### config.mk
export PLATFORM = sky130hd
export DESIGN_NAME = neuron_mac
export DESIGN_NICKNAME = d
export VERILOG_FILES = /design/src/rtl/neuron_mac.sv
export SDC_FILE = /design/constraint.sdc
export NUM_CORES = 1
export LEC_CHECK = 0
export BUFFER_PORTS_ARGS = -buffer_cell sky130_fd_sc_hd__buf_2
export CAP_MARGIN = 20
export CORE_MARGIN = 2
export CORE_UTILIZATION = 32
export CTS_CLUSTER_DIAMETER = 200
export CTS_CLUSTER_SIZE = 28
export DETAILED_ROUTE_END_ITERATION = 10
export PLACE_DENSITY = 0.49
export RECOVER_POWER = 100
export SYNTH_ARGS = -nofsm -noshare
export SYNTH_HDL_FRONTEND = slang
export SYNTH_SLANG_ARGS = --single-unit
### constraint.sdc
create_clock -name clk -period 9.2 [get_ports clk]
set_input_delay 1.38 -clock clk [delete_from_list [all_inputs] [get_ports clk]]
set_output_delay 1.38 -clock clk [all_outputs]
set_load 0.01 [all_outputs]
### src/rtl/neuron_mac.sv
// neuron_mac: layer-2 neuron datapath.
// Streams one activation vector per neuron evaluation. The weight memory is
// addressed in lockstep with the incoming activations. Each vector is
// multiply-accumulated, biased, rescaled, saturated and passed through the
// activation function, producing one result per vector.
module neuron_mac #(
  parameter int numWeight    = 30,
  parameter int addressWidth = $clog2(numWeight),
  parameter int dataWidth    = 16,
  parameter int fracBits     = 8,
  parameter int actType      = 0
) (
  input  logic                           clk,
  input  logic                           rst_n,
  input  logic                           flush,
  input  logic                           x_valid,
  input  logic signed [dataWidth-1:0]    x_in,
  input  logic signed [dataWidth-1:0]    bias,
  output logic                           w_ren,
  output logic        [addressWidth-1:0] w_radd,
  input  logic signed [dataWidth-1:0]    w_data,
  output logic                           out_valid,
  output logic signed [dataWidth-1:0]    out_data,
  output logic                           busy
);

  // The accumulator is wide enough that summing numWeight full-scale products cannot overflow
  localparam int accWidth  = 2 * dataWidth + $clog2(numWeight);
  localparam int prodWidth = 2 * dataWidth;

  localparam logic [addressWidth-1:0] lastIdx = addressWidth'(numWeight - 1);

  // Clamp limits of the result format, widened to the post-shift sum width
  localparam logic signed [accWidth:0] satMax =
    {{(accWidth + 2 - dataWidth){1'b0}}, {(dataWidth - 1){1'b1}}};
  localparam logic signed [accWidth:0] satMin =
    {{(accWidth + 2 - dataWidth){1'b1}}, {(dataWidth - 1){1'b0}}};

  // Stage 0 registers: element index plus the activation held for the weight read latency
  logic        [addressWidth-1:0] idx_q;
  logic signed [dataWidth-1:0]    x_q;
  logic                           v_q;
  logic                           first_q;
  logic                           last_q;

  // Stage 1 registers: running sum and the "vector complete" marker
  logic signed [accWidth-1:0]     acc_q, acc_d;
  logic                           fin_q;

  // Stage 2 registers: final result
  logic                           outValid_q;
  logic signed [dataWidth-1:0]    outData_q, outData_d;

  logic signed [prodWidth-1:0]    prod;
  logic signed [accWidth:0]       biasScaled;
  logic signed [accWidth:0]       sum;
  logic signed [accWidth:0]       shifted;

  logic                           accept;

  // A flush in the same cycle as x_valid wins, so the sample is neither read nor counted
  assign accept = x_valid & ~flush;
  assign w_ren  = accept;
  assign w_radd = idx_q;

  assign busy      = (idx_q != '0) | v_q | fin_q;
  assign out_valid = outValid_q;
  assign out_data  = outData_q;

  // Stage 0: count elements and hold each activation until its weight returns from memory
  always_ff @(posedge clk or negedge rst_n) begin
    if (!rst_n) begin
      idx_q   <= '0;
      x_q     <= '0;
      v_q     <= 1'b0;
      first_q <= 1'b0;
      last_q  <= 1'b0;
    end else if (flush) begin
      idx_q <= '0;
      v_q   <= 1'b0;
    end else if (x_valid) begin
      x_q     <= x_in;
      v_q     <= 1'b1;
      first_q <= (idx_q == '0);
      last_q  <= (idx_q == lastIdx);
      idx_q   <= (idx_q == lastIdx) ? '0 : idx_q + addressWidth'(1);
    end else begin
      v_q <= 1'b0;
    end
  end

  // Product and accumulator next value; the first element restarts the sum so back-to-back vectors need no clear cycle
  always_comb begin
    acc_d = acc_q;
    prod  = x_q * w_data;
    if (v_q) begin
      if (first_q) begin
        acc_d = {{(accWidth - prodWidth){prod[prodWidth-1]}}, prod};
      end else begin
        acc_d = acc_q + {{(accWidth - prodWidth){prod[prodWidth-1]}}, prod};
      end
    end
  end

  // Stage 1: register the running sum and flag when the last element has been folded in
  always_ff @(posedge clk or negedge rst_n) begin
    if (!rst_n) begin
      acc_q <= '0;
      fin_q <= 1'b0;
    end else begin
      acc_q <= acc_d;
      fin_q <= flush ? 1'b0 : (v_q & last_q);
    end
  end

  // Bias alignment, rescale to the result format, saturation and activation
  always_comb begin
    biasScaled = {{(accWidth + 1 - dataWidth - fracBits){bias[dataWidth-1]}},
                  bias, {fracBits{1'b0}}};
    sum        = {acc_q[accWidth-1], acc_q} + biasScaled;
    shifted    = sum >>> fracBits;
    if (shifted > satMax) begin
      outData_d = {1'b0, {(dataWidth - 1){1'b1}}};
    end else if (shifted < satMin) begin
      outData_d = {1'b1, {(dataWidth - 1){1'b0}}};
    end else begin
      outData_d = shifted[dataWidth-1:0];
    end
    if (actType == 0 && outData_d[dataWidth-1]) begin
      outData_d = '0;
    end
  end

  // Stage 2: capture the result on the cycle after the completed sum lands; stage 1 may already be overwriting it for the next vector
  always_ff @(posedge clk or negedge rst_n) begin
    if (!rst_n) begin
      outValid_q <= 1'b0;
      outData_q  <= '0;
    end else if (fin_q && !flush) begin
      outValid_q <= 1'b1;
      outData_q  <= outData_d;
    end else begin
      outValid_q <= 1'b0;
    end
  end

endmodule
# After elaboration in Yosys (flattened, before gate mapping)
# Index checks and enable logic that the tools add are counted.
# W data, S select, Z words.
dict set report totals {
  register_bits 79
  latchBits 0
  mem_bits_rw 0
  rom_bits 0
  out_inout_bits 24
  n_memories 0
}
dict set report classes {
  add_sub_neg 3
  mul 1
  div 0
  n_lt_le_gt_ge 2
  eq_ne 1
  n_shift 0
  mux 11
  bitwise 5
  reduce_logical 6
}
# cell count
set ops {}
lappend ops {{$add A37 B24 Y38} 1}
lappend ops {{$add A37 B37 Y37} 1}
lappend ops {{$mux W37} 1}
lappend ops {{$mul A16 B16 Y32} 1}
lappend ops {{$mux W16} 2}
lappend ops {{$gt A30 B16 Y1 const B} 1}
lappend ops {{$lt A30 B16 Y1 const B} 1}
lappend ops {{$mux W15} 1}
lappend ops {{$mux W5} 3}
lappend ops {{$add A5 B1 Y5 const B} 1}
lappend ops {{$eq A5 B5 Y1 const B} 1}
lappend ops {{$logic_not A5 Y1} 1}
lappend ops {{$reduce_bool A5 Y1} 1}
lappend ops {{$mux W1} 4}
lappend ops {{$and A1 B1 Y1} 2}
lappend ops {{$or A1 B1 Y1} 2}
lappend ops {{$reduce_and A2 Y1} 1}
lappend ops {{$reduce_bool A2 Y1} 1}
lappend ops {{$logic_and A1 B1 Y1} 1}
lappend ops {{$logic_not A1 Y1} 1}
lappend ops {{$not A1 Y1} 1}

# Longest topological paths before layout
# Gate-level depths: netlist (run 1).
dict set report logic_depth {
  word_depth 5
  mapped_depth 35
  ltp_nobuf 33
}

# Least setup slack after synthesis (run 1)
# OpenSTA, ideal clock, no wires.
dict set report synth_timing {
  kind {input port to flip-flop}
  start {input port w_data[9]}
  end {register acc_q[36]}
  setup_ns 0.126
  arrival_ns 8.930
  required_ns 9.074
  setup_slack_ns 0.144
  cell_stages 33
  path_cell_list {clkbuf_1 -> nand2_1 -> fa_1 -> inv_1 -> fa_1 -> inv_1 -> fa_1 -> inv_1 -> fa_1 -> fa_1 -> inv_1 -> fa_1 -> inv_1 -> ha_1 -> a21o_1 -> a21oi_1 -> a2bb2oi_1 -> a32oi_1 -> a41o_1 -> a21o_1 -> a21oi_1 -> xnor2_1 -> ha_1 -> a21o_1 -> a21o_1 -> a21o_1 -> a21o_1 -> a21oi_1 -> o41ai_2 -> a2111oi_0 -> nand4b_1 -> nand3_1 -> a221o_1}
}
dict set report synth_via {
  elab_chain_cells 3
}
# item line
set synth_rtl {}
lappend synth_rtl {{from (decl)} 21} ;# input logic signed [dataWidth-1:0] w_data,
lappend synth_rtl {{$mul A16 B16 Y32 (*)} 95} ;# prod = x_q * w_data;
lappend synth_rtl {{$add A37 B37 Y37} 100} ;# acc_d = acc_q + {{(accWidth - prodWidth){prod[prodWidth-1]}}, prod};
lappend synth_rtl {{$mux W37 (*)} 97} ;# if (first_q) begin
lappend synth_rtl {{to (signal assigned)} 108} ;# acc_q <= '0;
lappend synth_rtl {{to (signal assigned)} 111} ;# acc_q <= acc_d;
lappend synth_rtl {{to (decl)} 47} ;# logic signed [accWidth-1:0] acc_q, acc_d;
# Every way passes the cells marked *; elsewhere a longest branch is shown, timed or not.
# A chain may end at the register's enable or synchronous reset.

# Worst setup path in the final report (run 1)
dict set report layout_timing {
  start {input port w_data[6]}
  end {register acc_q[36]}
}
# The elaborated chain is that of the path after synthesis.

==> metrics.md, run 1 <==
| Metric | Value |
|---|---|
| Outcome | finished, violations left |
| Failing checks | capacitance limit, slew limit |
| Final period util | 0.965 |
| Critical Path End | acc_q[36] |
| Area leader, netlist | fa_1 |
| Final min period | slightly below 9 ns |
| # nets final | about 2,600 |
| First-pass GRT wire length | ~73 mm |
| Least-Margin Pin Slew | between 2 and 3 ns |
| Die width | approximately 230 um |
| Filler instances | about 5,400 |
| Row cnt | 84 |
| Post-route ant nets | 0 |
| Vertical die dimension | roughly 230 um |
| CTS Root Cell | clkbuf_16 |
| Detailed Place HPWL | about 37 mm |
| Largest net degree at the start of global routing | 69 |
| Syn Inst Count | between 1,500 and 2,000 |
| Initial antenna violation count | 1 |
| Initial Util | 0.322 |
| Die area | ~0.054 sq mm |
| Tot GR Track Use | 0.169 |
| Post-Route Skew | ~0.018 ns |
| Drt via density | slightly below 5 |
| Crit path launch type | input pin |
| Seq/Total Area, Yosys | 0.116 |
| Crit. path cell count | 33 |
| Slew Limit Fails | 97 |
| Global placer's final weighted congestion | about 0.85 |
| Worst Path Required | ~9.5 ns |
| Origin of the worst setup path | w_data[6] |
| Post-layout util | 0.371 |
| CP top delay family | adder cells |
| Port bufs | between 70 and 80 |
| Drt wl/cell | approximately 16 um |
| Most numerous cell on the critical path | fa_1 |
| H-tree depth | 3 |
| Endpoints failing setup | 0 |
| Net count after synthesis | between 2,000 and 2,500 |
| Synth unique cells | 86 |
| Clk Latency, worst-skew pair | about 0.38 ns |
| Placed Cells incl. Taps | approximately 2,800 |
| Ys async rst share | 1.00 |
| R2R Setup Slk | 0.74 ns |
| Post-synthesis register bit count | between 70 and 80 |
| CTS tree | done |
| Clock slew at reported path FFs | about 0.07 ns |
| Grt ovf | 0 |
| Main flop type after synthesis | dfrtp_1 |
| Max Fanout on Critical Path | 6 |
| Setup Crit Path Kind | input pin to flip-flop |
| Post-Route WL | roughly 44 mm |
| Vias in the first global route | between 10,000 and 15,000 |
| Clock Sinks | between 70 and 80 |
| Synth area leaders | fa_1, dfrtp_1, ha_1, inv_1, nand2_1 |
| WP data arrival | between 9 and 10 ns |
| Post-Syn Area | about 0.017 sq mm |
| Setup tns final | 0 ns |
| Setup crit end kind | flip-flop |
| Max cap viols | 3 |
| Fin. Hold Viols | 0 |
| CP Buf/Inv Count | 8 |
| Remaining DRCs | 0 |
| Slew headroom | -0.808 |
| # hold bufs at CTS | 0 |
| Hold crit path type | flip-flop to flip-flop |
| Synth top area share | 0.314 |
| Syn_area_per_cell | 8.58 sq um |
| Crit-path max cell delay | approximately 0.56 ns |
| Fin cells | between 2,000 and 3,000 |
| Io pins | between 70 and 80 |
| DR vias | between 10,000 and 15,000 |
| DRT iter0 DRCs | just over 600 |
| Core ar. | roughly 0.052 sq mm |
| Reg2reg start | x_q[7] |
| Slowest-stage cell, CP | fa_1 |
| TritonCTS Buffers | 9 |
| Max Buffers Root-to-Sink | 2 |
| Reg2Reg Depth | 32 |
| Share of layout cells above drive strength 1 | 0.130 |
| Number of enable flip-flop cells after synthesis | 0 |
| Synthesis Warnings | 0 |
| F_max | around 0.11 GHz |
| Synthesis-to-layout area growth | 15.1% |
| 1st-pass router iterations | 5 |
| R2R Path End | acc_q[36] |
worst min path at each step:
stage | from | to | slack (ns) | depth (start not counted)
2_1_floorplan | last_q | last_q | 0.47 | 2
3_3_place_gp | last_q | fin_q | 0.48 | 2
3_5_place_dp | last_q | fin_q | 0.49 | 2
4_1_cts | last_q | fin_q | 0.51 | 2
5_1_grt | acc_q[2] | acc_q[2] | 0.54 | 1
6_report | last_q | fin_q | 0.50 | 2
worst register-to-register path, delay by kind of cell (launching register included):
| family | cells | cell delay [ns] |
|---|---|---|
| AOI/OAI and AO/OA | 15 | 2.85 |
| xor gates and xnor gates | 1 | 0.17 |
| adders and majority gates | 8 | 3.71 |
| buffers and inverters | 5 | 0.55 |
| DFF | 1 | 0.75 |
| muxes | 1 | 0.17 |
| and+or+nand+nor | 2 | 0.14 |
cells by family after synthesis:
group           count (synthesis)  synth area share
simple gates                  609             0.174
fa+ha+maj                     416             0.427
buf+inv                       398            0.0928
compound gates                369             0.141
flops                          78             0.116
xor+xnor                       77            0.0412
mux                            12           0.00751
other cells                     1          0.000223
sequential cells by signal, summed over array words and instances (netlist names):
signal and cells:
w_radd 5, last_q 1, fin_q 1, v_q 1
x_q 16, acc_q 37, out_data 15, out_valid 1
first_q 1
per-layer routing:
| layer | vias up | routed length (um) | global-route usage | share of wire |
|---|---|---|---|---|
| met5 | - | 0 | 0 | 0 |
| met4 | 0 | 787 | 0.0406 | 0.018 |
| met3 | 37 | 1210 | 0.0175 | 0.028 |
| met2 | 180 | 21700 | 0.289 | 0.49 |
| met1 | 6906 | 20300 | 0.229 | 0.46 |
| li1 | 6669 | - | - | - |
final cells by class:
class                           instances  area (sq um)  share of cell area
Clock inverter                          5          37.5             0.00194
Sequential cell                        78          1950               0.101
Multi-Input combinational cell       1484         13500               0.697
Inverter                              331          1240              0.0642
Antenna cell                            1          2.50            0.000129
Tap cell                              688           861              0.0445
Clock buffer                           11           233              0.0120
Timing Repair Buffer                  231          1530              0.0792
Yosys cell counts (18+ instances only):
| library cell | n |
|---|---|
| o21ai_0 | 58 |
| nand2_1 | 230 |
| a21oi_1 | 142 |
| clkbuf_1 | 52 |
| nor2_1 | 126 |
| and2_1 | 130 |
| ha_1 | 152 |
| nor3_1 | 23 |
| xor2_1 | 25 |
| nand3_1 | 22 |
| a211oi_1 | 18 |
| dfrtp_1 | 78 |
| a21o_1 | 38 |
| xnor2_1 | 51 |
| fa_1 | 264 |
| inv_1 | 329 |
what timing repair did:
action	CTS	global route
cloned	0	0
buffers inserted	0	5
hold endpoints to repair	0	0
pin swaps	0	23
resized for setup	1	42
endpoints found under the setup margin	1	11
through the flow:
| stage | instance area (sq um) | hold slack, ns | setup WS [ns] |
|---|---|---|---|
| floorplan | 16800 | 0.466 | 0.144 |
| global placement | 18900 | 0.482 | -0.287 |
| detailed placement | 18900 | 0.493 | -0.405 |
| CTS | 19200 | 0.506 | 0.0112 |
| global route | 19400 | 0.542 | -0.0582 |
| finish | 19400 | 0.502 | 0.324 |
cells in the final DEF, fill, tap and decap left out, types with 5 or more instances in the layout:
cell	instances
and2_0	5
nand2b_1	16
mux2i_1	7
and2_1	125
o21a_1	7
a21oi_1	132
clkbuf_16	9
nor2b_1	10
a211o_1	5
a211oi_2	6
xor2_1	24
fa_1	260
a21o_1	38
nand2_1	230
a31oi_1	8
inv_1	329
ha_1	149
o211ai_1	7
dfrtp_1	76
nor3_1	23
a21oi_2	21
mux2_2	5
buf_2	46
o21bai_1	12
o21ai_0	54
nor2_1	125
or3_1	7
clkbuf_1	36
xnor2_1	50
a211oi_1	14
and3_1	8
buf_4	143
o21ai_1	5
nand4_1	13
nand3_1	22
Power of run 1 is not shown: default switching activity piles up to over one toggle a cycle in this logic, so the estimate is an artifact.
==> run 2, diff against run 1 <==
--- a/config.mk
+++ b/config.mk
@@ -12,8 +12,9 @@
 export CTS_CLUSTER_DIAMETER = 200
 export CTS_CLUSTER_SIZE = 28
 export DETAILED_ROUTE_END_ITERATION = 10
-export PLACE_DENSITY = 0.49
+export PLACE_DENSITY_LB_ADDON = 0.15
 export RECOVER_POWER = 100
+export SKIP_CTS_REPAIR_TIMING = 1
 export SYNTH_ARGS = -nofsm -noshare
 export SYNTH_HDL_FRONTEND = slang
 export SYNTH_SLANG_ARGS = --single-unit
==> run 2 against run 1 <==
The flow still finishes with violations (capacitance limit, slew limit). Via count decreased by 0.35%. Non-clock buffer count up 9. Routed wire length grew 2.3%. Utilization is 0.21 points higher. Critical path depth grew 2. Register-to-register slack improved by 0.02 ns. Final cell count is 0.32% higher. Maximum frequency about the same. Global-route usage up 0.38 points.
==> metrics.md, run 2 (synthesized netlist as in run 1, its figures left out) <==
| Metric | Value |
|---|---|
| Outcome | finished, violations left |
| Failing checks | capacitance limit, slew limit |
| Multi-input gate area | 0.0135 sq mm (about the same) |
| Filler instances | 5,454 (+0.65%) |
| F_max | 0.113 GHz (about the same) |
| Synthesis-to-layout area growth | 15.7% |
| 1st-pass router iterations | 5 (unchanged) |
| Post-Route WL | 45.0 mm (+2.3%) |
| Crit path launch type | input pin |
| Placed Cells incl. Taps | 2,818 (+0.43%) |
| Vertical die dimension | 233 um (unchanged) |
| Die area | 0.0544 sq mm (unchanged) |
| Detailed Place HPWL | 37.9 mm (+2.9%) |
| Vias in the first global route | 14,300 (+0.035%) |
| Hold crit path type | flip-flop to flip-flop |
| Slowest-stage cell, CP | fa_1 |
| Remaining DRCs | 0 (unchanged) |
| Crit-path max cell delay | 0.55 ns (about the same) |
| Port bufs | 74 (unchanged) |
| Clk Latency, worst-skew pair | 0.37 ns (about the same) |
| Register area | 0.00195 sq mm (about the same) |
| HP Start | last_q |
| Core ar. | 0.0522 sq mm (unchanged) |
| Commonest non-fill, non-tap cell in the layout | inv_1 |
| Setup crit end kind | flip-flop |
| Final period util | 0.966 (about the same) |
| Max Fanout on Critical Path | 7 (+1) |
| Clock slew at reported path FFs | 0.07 ns (about the same) |
| Max Buffers Root-to-Sink | 2 (unchanged) |
| CTS tree | done |
| Clock Sinks | 78 (unchanged) |
| Drt via density | 4.84 (-0.66%) |
| Most frequent cells in the layout | inv_1, fa_1, nand2_1, buf_4, ha_1 |
| Max cap viols | 2 (-1) |
| Least-Margin Pin Slew | 2.50 ns (-0.210 ns) |
| DP Worst Slack | -0.292 ns (+0.113 ns) |
| TritonCTS Buffers | 9 (unchanged) |
| Share of layout cells above drive strength 1 | 0.134 (+0.00411) |
| Global placer's final weighted congestion | 0.878 (+3.3%) |
| DRT iter0 DRCs | 565 (-9.2%) |
| Die width | 233 um (unchanged) |
| WP data arrival | 9.13 ns (about the same) |
| Reg2reg start | x_q[7] |
| Setup Crit Path Kind | input pin to flip-flop |
| Io pins | 76 (unchanged) |
| Slew headroom | -0.668 (+0.140) |
| Initial Util | 0.322 (unchanged) |
| First-pass GRT wire length | 74.7 mm (+1.9%) |
| Row cnt | 84 (unchanged) |
| Drt wl/cell | 15.9 um (+2.0%) |
| Fin cells | 2,838 (+0.32%) |
| Fin. Hold Viols | 0 (unchanged) |
| Final min period | 8.88 ns (+0.00871 ns) |
| H-tree depth | 3 (unchanged) |
| CTS Root Cell | clkbuf_16 |
| Initial antenna violation count | 1 (unchanged) |
| Origin of the worst setup path | w_data[6] |
| Worst Path Required | 9.45 ns (about the same) |
| Post-route ant nets | 0 (unchanged) |
| Hold WS | 0.500 ns (-0.00233 ns) |
| Largest net degree at the start of global routing | 69 (unchanged) |
| Endpoints failing setup | 0 (unchanged) |
| Largest register FFs | 37 (unchanged) |
| Tot GR Track Use | 0.173 (+0.00375) |
| Final setup margin | 0.316 ns (-0.00871 ns) |
| Grt ovf | 0 (unchanged) |
| # nets final | 2,612 (+0.35%) |
| Post-Route Skew | 0.0130 ns (-0.00497 ns) |
| DR vias | 13,700 (-0.35%) |
| Slew Limit Fails | 81 (-16%) |
| Reg with most FFs | acc_q |
## run 2: changes by cell type in the layout (fill, tap and decap cells not counted), sizes merged
cell and delta:
inv +2, clkbuf -7, buf +14, clkinv -1, clkinvlp -1, bufinv +2
## run 2: routing by layer
metal  GRT usage  vias to the layer above  routed length [um]
li1            -                     6677                   -
met1       0.238                     6855               21000
met2       0.293                      186               22200
met3      0.0206                       26                1310
met4      0.0313                        0                 534
met5           0                        -                   0
## run 2: area by class of cell
class,instances,area share
diodes,1,0.000129
clock buffers,9,0.0116
clock inverters,7,0.00489
inverters,331,0.0638
multi-input cells,1484,0.693
flip-flops and latches,78,0.100
well taps,688,0.0442
repair buffers,240,0.0817
## run 2: path summary, 6_finish.rpt
check | slack, ns | end | cells after the start
worst max-delay path | 0.32 | acc_q[36] | 35
worst min-delay path | 0.50 | fin_q | 2
worst max register to register | 0.76 | acc_q[36] | 32
worst min register to register | 0.50 | fin_q | 2
max in group asynchronous | 4.00 | v_q | 2
min in group asynchronous | 1.78 | out_data[1] | 1
## run 2: metrics by stage
stage,cell area [sq um],utilization,TNS (ns)
floorplan,16800,-,0
global placement,19000,0.363,-0.625
detailed placement,19000,0.363,-0.806
CTS,19300,0.370,0
global route,19500,0.373,-0.0209
finish,19500,0.373,0
## run 2: worst max-delay path: cells and delay by family
family	cells	cell delay, ns
mux	1	0.18
simple gates	2	0.23
buf+inv	8	0.81
xor+xnor	1	0.10
compound gates	15	2.88
fa+ha+maj	8	3.55
Power of run 2 is left out for the same reason.
==> run 3, diff against run 2 <==
--- a/config.mk
+++ b/config.mk
@@ -7,6 +7,8 @@
 export LEC_CHECK = 0
 export BUFFER_PORTS_ARGS = -buffer_cell sky130_fd_sc_hd__buf_2
 export CAP_MARGIN = 20
+export CELL_PAD_IN_SITES_DETAIL_PLACEMENT = 0
+export CELL_PAD_IN_SITES_GLOBAL_PLACEMENT = 2
 export CORE_MARGIN = 2
 export CORE_UTILIZATION = 32
 export CTS_CLUSTER_DIAMETER = 200
==> run 3 against run 2 <==
The flow still finishes with violations (capacitance limit, slew limit). Global-route usage is 0.65 points higher. Via count is 0.38% lower. Worst hold slack hardly changed. Critical path depth is 3 lower. Count of clock-buffer cells in the layout stayed put. Clock skew is 0.0022 ns lower. Final cell count is 0.11% higher. First-iteration DRC count is 7.8% higher. Routed wire length is 4.2% higher. Sequential share of layout area hardly changed. Die area stayed put. Register-to-register slack worse by 0.05 ns. Critical endpoint unchanged.
==> metrics.md, run 3 (synthesized netlist as in run 1, its figures left out) <==
| Metric | Value |
|---|---|
| Slowest-stage cell, CP | fa_1 |
| Hold crit path type | flip-flop to flip-flop |
| Max cap viols | 2 (unchanged) |
| Worst Path Required | 9.45 ns (about the same) |
| Diode count | 0 (-1) |
| CTS tree | done |
| Final period util | 0.967 (+0.00163) |
| Vertical die dimension | 233 um (unchanged) |
| Max Buffers Root-to-Sink | 2 (unchanged) |
| Initial Util | 0.322 (unchanged) |
| Slew headroom | -0.939 (-0.272) |
| WP data arrival | 9.15 ns (+0.02 ns) |
| Core ar. | 0.0522 sq mm (unchanged) |
| Detailed Place HPWL | 39.2 mm (+3.3%) |
| Io pins | 76 (unchanged) |
| First-pass GRT wire length | 76.6 mm (+2.6%) |
| Post-Route WL | 46.9 mm (+4.2%) |
| Vias in the first global route | 14,400 (+0.077%) |
| Grt ovf | 0 (unchanged) |
| Drt via density | 4.82 (-0.48%) |
| Clock Sinks | 78 (unchanged) |
| Filler instances | 5,527 (+1.3%) |
| Synthesis-to-layout area growth | 15.4% |
| Drt wl/cell | 16.5 um (+4.1%) |
| Crit-path max cell delay | 0.55 ns (about the same) |
| Outcome | finished, violations left |
| Crit path launch type | input pin |
| Clock slew at reported path FFs | 0.07 ns (about the same) |
| Port bufs | 74 (unchanged) |
| CTS Root Cell | clkbuf_16 |
| Global placer's final weighted congestion | 0.827 (-5.8%) |
| Max Fanout on Critical Path | 10 (+3) |
| Tot GR Track Use | 0.179 (+0.00653) |
| F_max | 0.112 GHz (-0.17%) |
| Share of layout cells above drive strength 1 | 0.133 (-0.00164) |
| Reg2reg start | x_q[4] |
| Remaining DRCs | 0 (unchanged) |
| DR vias | 13,700 (-0.38%) |
| Post-route ant nets | 0 (unchanged) |
| Die area | 0.0544 sq mm (unchanged) |
| Largest net degree at the start of global routing | 70 (+1.4%) |
| Largest register FFs | 37 (unchanged) |
| Reg with most FFs | acc_q |
| Failing checks | capacitance limit, slew limit |
| TritonCTS Buffers | 9 (unchanged) |
| # nets final | 2,616 (+0.15%) |
| H-tree depth | 3 (unchanged) |
| Setup Crit Path Kind | input pin to flip-flop |
| Origin of the worst setup path | w_data[6] |
| Endpoints failing setup | 0 (unchanged) |
| Final min period | 8.90 ns (+0.0150 ns) |
| Initial antenna violation count | 0 (-1) |
| Fin. Hold Viols | 0 (unchanged) |
| Row cnt | 84 (unchanged) |
| DRT iter0 DRCs | 609 (+7.8%) |
| 1st-pass router iterations | 5 (unchanged) |
| Most frequent cells in the layout | inv_1, fa_1, nand2_1, buf_4, ha_1 |
| Post-Route Skew | 0.0108 ns (-0.00220 ns) |
| Least-Margin Pin Slew | 2.91 ns (+0.407 ns) |
| Setup tns final | 0 ns (unchanged) |
| Clk Latency, worst-skew pair | 0.37 ns (about the same) |
| Commonest non-fill, non-tap cell in the layout | inv_1 |
| Die width | 233 um (unchanged) |
| Setup crit end kind | flip-flop |
| HP Start | last_q |
| Slew Limit Fails | 81 (unchanged) |
==> run 3: cell count changes in the layout (fill, tap and decap cells not counted), sizes merged <==
| cell | change |
|---|---|
| clkbuf | +6 |
| buf | -2 |
| diode | -1 |
| inv | +1 |
| clkinv | -1 |
==> run 3: cell type report <==
cell class,count,area [sq um],share of cell area
Timing Repair Buffer,244,1620,0.0832
Inverter,331,1240,0.0640
Sequential cell,78,1950,0.101
Tap cell,688,861,0.0443
Clock buffer,9,225,0.0116
Multi-Input combinational cell,1484,13400,0.691
Clock inverter,7,103,0.00528
==> run 3: stage by stage <==
| step | util | hold slack [ns] | instances | setup slack [ns] | cell area, sq um |
|---|---|---|---|---|---|
| finish | 0.372 | 0.500 | 2841 | 0.301 | 19400 |
| detailed placement | 0.364 | 0.489 | 2823 | -0.364 | 19000 |
| global route | 0.372 | 0.524 | 2841 | -0.0479 | 19400 |
| global placement | 0.364 | 0.486 | 2821 | -0.345 | 19000 |
| floorplan | - | 0.466 | 1960 | 0.144 | 16800 |
| CTS | 0.370 | 0.507 | 2839 | -0.00769 | 19300 |
==> run 3: final timing paths <==
kind / end / slack [ns] / depth (start not counted)
setup / recovery: acc_q[36] / 0.30 / 32
hold / removal: fin_q / 0.50 / 2
setup reg to reg: acc_q[36] / 0.71 / 31
hold reg to reg: fin_q / 0.50 / 2
max in group asynchronous: out_data[13] / 3.93 / 2
min in group asynchronous: acc_q[34] / 1.65 / 1
==> run 3: per-layer routing <==
layer,track usage,up-vias,part of all wire
li1,-,6697,-
met5,0,-,0
met4,0.0197,0,0.0066
met3,0.0176,21,0.018
met1,0.247,6851,0.47
met2,0.313,123,0.50
==> run 3: critical path: cells and delay by family <==
kind,cells,cell delay [ns]
xor+xnor,1,0.16
buf+inv,5,0.37
compound gates,15,3.10
fa+ha+maj,8,3.67
simple gates,3,0.43
Power of run 3 is left out for the same reason.
